--- src/rtl/pc_gen.sv ---
// pc_gen: RV32I program counter and fetch-request generator with branch/jump redirect
// Ports:
//   clk, rst                 clock, synchronous active-high reset
//   stall                    decode hazard hold; blocks new fetches
//   br_taken, br_target      branch-unit redirect request and target
//   jump, jump_target        JAL/JALR redirect request and target (wins over branch)
//   fetch_valid, fetch_ready fetch request handshake with instruction memory
//   fetch_addr               current request address
//   pc_out, pc_plus4         last accepted fetch address and its successor
//   flush                    one-cycle wrong-path kill after a redirect
//   misalign_exc             one-cycle misaligned-target pulse
// Build option PC_GEN_MISALIGN_EN: targets with bit 1 set raise misalign_exc and
// are dropped; without it the target is silently word-aligned.
module pc_gen #(
    parameter logic [31:0] RESET_PC = 32'h0000_0000
) (
    input  logic        clk,
    input  logic        rst,
    input  logic        stall,
    input  logic        br_taken,
    input  logic [31:0] br_target,
    input  logic        jump,
    input  logic [31:0] jump_target,
    output logic        fetch_valid,
    input  logic        fetch_ready,
    output logic [31:0] fetch_addr,
    output logic [31:0] pc_out,
    output logic [31:0] pc_plus4,
    output logic        flush,
    output logic        misalign_exc
);
    typedef enum logic [1:0] {BOOT, RUN, STALL, REDIR} state_t;
    state_t      state, nxt_state;
    logic [31:0] pend_addr, nxt_pend, nxt_addr, raw_tgt, target;
    logic        req, mis, redirect, accept;
    assign req     = jump | br_taken;
    assign raw_tgt = jump ? jump_target : br_target;
`ifdef PC_GEN_MISALIGN_EN
    assign target = raw_tgt & ~32'h1;
    assign mis    = req & raw_tgt[1];
`else
    assign target = raw_tgt & ~32'h3;
    assign mis    = 1'b0;
`endif
    // a misaligned request is dropped entirely: no redirect, no flush
    assign redirect    = req & ~mis;
    // REDIR keeps the old request up so the handshake is never withdrawn
    assign fetch_valid = (state == RUN) | (state == REDIR);
    assign accept      = fetch_valid & fetch_ready;
    assign pc_plus4    = pc_out + 32'd4;
    always_comb begin
        nxt_state = state;
        nxt_addr  = fetch_addr;
        nxt_pend  = pend_addr;
        case (state)
            BOOT: begin
                nxt_state = RUN;
                nxt_addr  = redirect ? target : fetch_addr;
            end
            RUN: begin
                if (redirect && fetch_ready) begin
                    nxt_addr = target;
                end else if (redirect) begin
                    nxt_pend  = target;
                    nxt_state = REDIR;
                end else if (accept) begin
                    nxt_addr  = fetch_addr + 32'd4;
                    nxt_state = stall ? STALL : RUN;
                end
            end
            STALL: begin
                nxt_addr  = redirect ? target : fetch_addr;
                nxt_state = (redirect || !stall) ? RUN : STALL;
            end
            default: begin
                // a redirect arriving in the same cycle as the accept is the newest target
                nxt_pend = redirect ? target : pend_addr;
                if (fetch_ready) begin
                    nxt_addr  = nxt_pend;
                    nxt_state = RUN;
                end
            end
        endcase
    end
    always_ff @(posedge clk) begin
        if (rst) begin
            state        <= BOOT;
            fetch_addr   <= RESET_PC;
            pc_out       <= RESET_PC;
            pend_addr    <= 32'h0;
            flush        <= 1'b0;
            misalign_exc <= 1'b0;
        end else begin
            state        <= nxt_state;
            fetch_addr   <= nxt_addr;
            pend_addr    <= nxt_pend;
            pc_out       <= accept ? fetch_addr : pc_out;
            flush        <= redirect;
            misalign_exc <= mis;
        end
    end
endmodule

--- config.mk ---
export PLATFORM = sky130hd
export DESIGN_NAME = pc_gen
export DESIGN_NICKNAME = d
export VERILOG_FILES = /design/src/rtl/pc_gen.sv
export SDC_FILE = /design/constraint.sdc
export NUM_CORES = 1
export LEC_CHECK = 0
export BUFFER_PORTS_ARGS = -buffer_cell sky130_fd_sc_hd__buf_2
export CORE_ASPECT_RATIO = 1.75
export CORE_MARGIN = 5
export CORE_UTILIZATION = 58
export CTS_CLUSTER_SIZE = 28
export DETAILED_ROUTE_END_ITERATION = 8
export PLACE_DENSITY = 0.9
export SLEW_MARGIN = 10
export SYNTH_ARGS = -nofsm -noshare
export SYNTH_HDL_FRONTEND = slang
export SYNTH_SLANG_ARGS = --single-unit
--- constraint.sdc ---
create_clock -name clk -period 3.5 [get_ports clk]
set_input_delay 0.175 -clock clk [delete_from_list [all_inputs] [get_ports clk]]
set_output_delay 0.175 -clock clk [all_outputs]
set_load 0.01 [all_outputs]
==> run_results.csv <==
group,metric,value,unit
synth,ys.flop_type,"dfxtp_1",
setup_path,crit_type,"flop to output pin",
finish,multi_input_area,3928,sq um
run_status,status,"complete, no violations",
sta,finalHoldViolations,0,
route,drt_iter0_drc,741,
synth,synthAdderAreaFrac,1.195,%
clocking,cts_buffers,9,
setup_path,slowest_delay,0.71,ns
place,place_ws,0.9480,ns
finish,final_nets,1043,
place,placed_cell_area,7103,sq um
synth,muxShareOfSynthArea,7.867,%
route,final_antenna_net_count,0,
synth,synthCells,847,
setup_path,required,3.32,ns
sta,worstMarginPinSlew,0.9980,ns
synth,synth_warnings,0,
die,die_area,13090,sq um
synth,synth_xor_area_share,5.437,%
pwr,p_int,2.673,mW
route,drt_wl_total,18660,um
synth,avgSynthCellArea,7.417,sq um
place,hpwl,13530,um
clocking,cts_hold_buf,0,
finish,diodes,0,
sta,fin_skew,0.004206,ns
sta,fin_crit,2.738,ns
pwr,p_seq_share,38.1,%
setup_path,critPathBufInv,1,
sta,slew_headroom,33.46,%
clocking,cts_setup_buffers,0,
synth,synth_edf_count,0,
synth,synth_fp_nets,923,
finish,fillers,885,
setup_path,crit_chain,"ha_1, nand4_1, nor3_1, nand2_1, nor2_1, xnor2_1, buf_2",
pwr,p_leak,3.120,nW
synth,synth_top_family_by_area,"simple AND/OR/NAND/NOR gates",
finish,layout_commonest_cell,"buf_2",
global_routing,grt_pass1_wl,30330,um
setup_path,cpLargestDelayFamily,"simple AND/OR/NAND/NOR gates",
worst_hold_path,hold_path.class,"input port to flop",
synth,ys_types,62,
die,io_pins,169,
synth,synth_compound_area_share,23.50,%
synth,ys_seq_elements,99,
global_routing,grt_pass1_vias,6251,
finish,seq_area,1982,sq um
route,routedWlPerCell,16.96,um
global_routing,gr-total-overflow,0,
global_routing,grt_start_max_net_pins,65,
pwr,power.share.switching,41.10,%
synth,synth-simple-area-share,24.46,%
sta,rsz0062_at_grt,"no",
setup_path,end_kind,"output pin",
pwr,p_clk_share,22.3,%
run,drv_cap,0,
place,place_congestion,0.8996,
setup_path,critPathMaxFanout,7,
finish,layout_common_cells,"163 x buf_2, 124 x nand2_1, 99 x dfxtp_1, 75 x nor2_1, 74 x a21oi_1",
clocking,path_clk_slew,0.06,ns
clocking,clockRootBuffer,"clkbuf_16",
sta,fmax,365.2,MHz
die,core_area,10640,sq um
place,port_buffers,163,
sta,setup_ws,0.7621,ns
die,die_x,88.67,um
route,drcViolationCount,0,
sta,min_period_over_period,78.23,%
pwr,ir_drop,0.3679,mV
clocking,htreeDepth,3,
setup_path,cp.arrival,2.56,ns
clocking,cts_tree,"done",
route,vias,6831,
die,die_h,147.7,um
synth,yosysSeqAreaShare,31.55,%
synth,synthArstFlopShare,0,%
pwr,power.density,613.0,nW/um^2
synth,netlist_area,6282,sq um
finish,final_layout_size_suffix_gt1_share,21.65,%
setup_path,crit_path_start_kind,"flop",
pwr,p_comb_share,39.6,%
sta,setup_tns,0,ns
global_routing,antenna_found_initial,0,
clocking,numClockSinks,99,
clocking,ctsResizeCount,0,
clocking,insertion_delay,0.34,ns
finish,final_area,7405,sq um
pwr,p_switching,1.866,mW
route,firstDrtPassIters,6,
die,rows,50,
sta,finalSetupViolCount,0,
clocking,clock_path_buffers,2,
setup_path,critPathSlowestCell,"nor3_1",
finish,area_growth,17.86,%
die,start_util,59.07,%
route,vias_per_cell,6.210,
global_routing,grt.total_usage,28.41,%
sta,slew_violations,0,
==> synth_stat cells, drive strengths merged (5+ instances only) <==
cell / n / area [sq um]
a211oi: 17 / 127.6
a21boi: 7 / 52.55
a21oi: 75 / 379.1
a221oi: 12 / 105.1
and3: 6 / 37.54
buf: 22 / 102.6
clkbuf: 46 / 172.7
dfxtp: 99 / 1982
ha: 6 / 75.07
inv: 25 / 93.84
mux2: 11 / 123.9
mux2i: 37 / 370.4
nand2: 124 / 465.5
nand3: 33 / 165.2
nand4: 22 / 156.4
nor2: 75 / 281.5
nor3: 16 / 80.08
nor3b: 6 / 45.04
nor4: 11 / 81.32
o211ai: 9 / 67.56
o21a: 15 / 112.6
o21ai: 60 / 300.3
o22ai: 9 / 56.30
or4: 5 / 37.54
xnor2: 27 / 236.5
xor2: 12 / 105.1
==> path summary, 6_finish.rpt <==
check	cells past startpoint	startpoint	slack, ns	end
worst max-delay path	7	pc_out[2]$_SDFFE_PP0P_	0.76	pc_plus4[24]
worst min-delay path	3	br_target[12]	0.19	pend_addr[12]$_SDFFE_PP0P_
worst max register to register	7	state[0]$_SDFFE_PP0P_	0.89	fetch_addr[10]$_SDFFE_PP0P_
worst min register to register	2	pend_addr[4]$_SDFFE_PP0P_	0.46	pend_addr[4]$_SDFFE_PP0P_
==> per-layer routing <==
| layer | share of wire, % | GRT usage, % | up-vias | wire [um] |
|---|---|---|---|---|
| met3 | 8.4 | 4.183 | 83 | 1573 |
| li1 | - | - | 3272 | - |
| met4 | 4.8 | 13.84 | 0 | 894 |
| met5 | 0 | 0 | - | 0 |
| met2 | 48 | 46.39 | 372 | 9017 |
| met1 | 38 | 35.80 | 3104 | 7171 |
==> power groups by stage <==
stage               clock (mW)  combinational, mW  sequential [mW]
floorplan                    0               1.19             1.70
global placement             0               1.72             1.73
detailed placement           0               1.76             1.74
CTS                       1.03               1.77             1.71
global route              1.07               1.97             1.76
finish                    1.01               1.80             1.73
==> metrics by stage <==
stage | std cells | power [mW] | utilization (%) | hold slack [ns]
2_1_floorplan | 847 | 2.892 | - | 0.3898
3_3_place_gp | 1086 | 3.445 | 66.79 | 0.4416
3_5_place_dp | 1086 | 3.496 | 66.79 | 0.4473
4_1_cts | 1100 | 4.514 | 69.62 | 0.1776
5_1_grt | 1100 | 4.803 | 69.62 | 0.1997
6_report | 1100 | 4.539 | 69.62 | 0.1915
==> worst min-delay path, stage by stage <==
cell      delay [ns]
buf_2           0.12
o22ai_1         0.11
a211oi_1        0.09
==> cells by family (layout without fill, tap and decap cells) <==
family / Yosys count / count (layout)
AND/OR/NAND/NOR: 324 / 324
flip-flops: 99 / 99
other: 1 / 1
multiplexers: 48 / 48
AO/OA/AOI/OAI: 236 / 236
XOR/XNOR: 39 / 39
buffers and inverters: 94 / 217
adder cells (fa/ha/maj): 6 / 6
==> registers in the layout, summed over array words and instances, names as in the netlist <==
name,cells
pc_out,32
state,2
flush,1
pend_addr,32
fetch_addr,32
==> layout make-up <==
type	instances	share of cell area, %
multi-input cells	654	53.04
flip-flops and latches	99	26.77
repair buffers	177	12.61
clock buffers	12	3.599
well taps	130	2.197
inverters	26	1.318
clock inverters	2	0.4731
No activity file was read; power rests on OpenSTA's default activity.
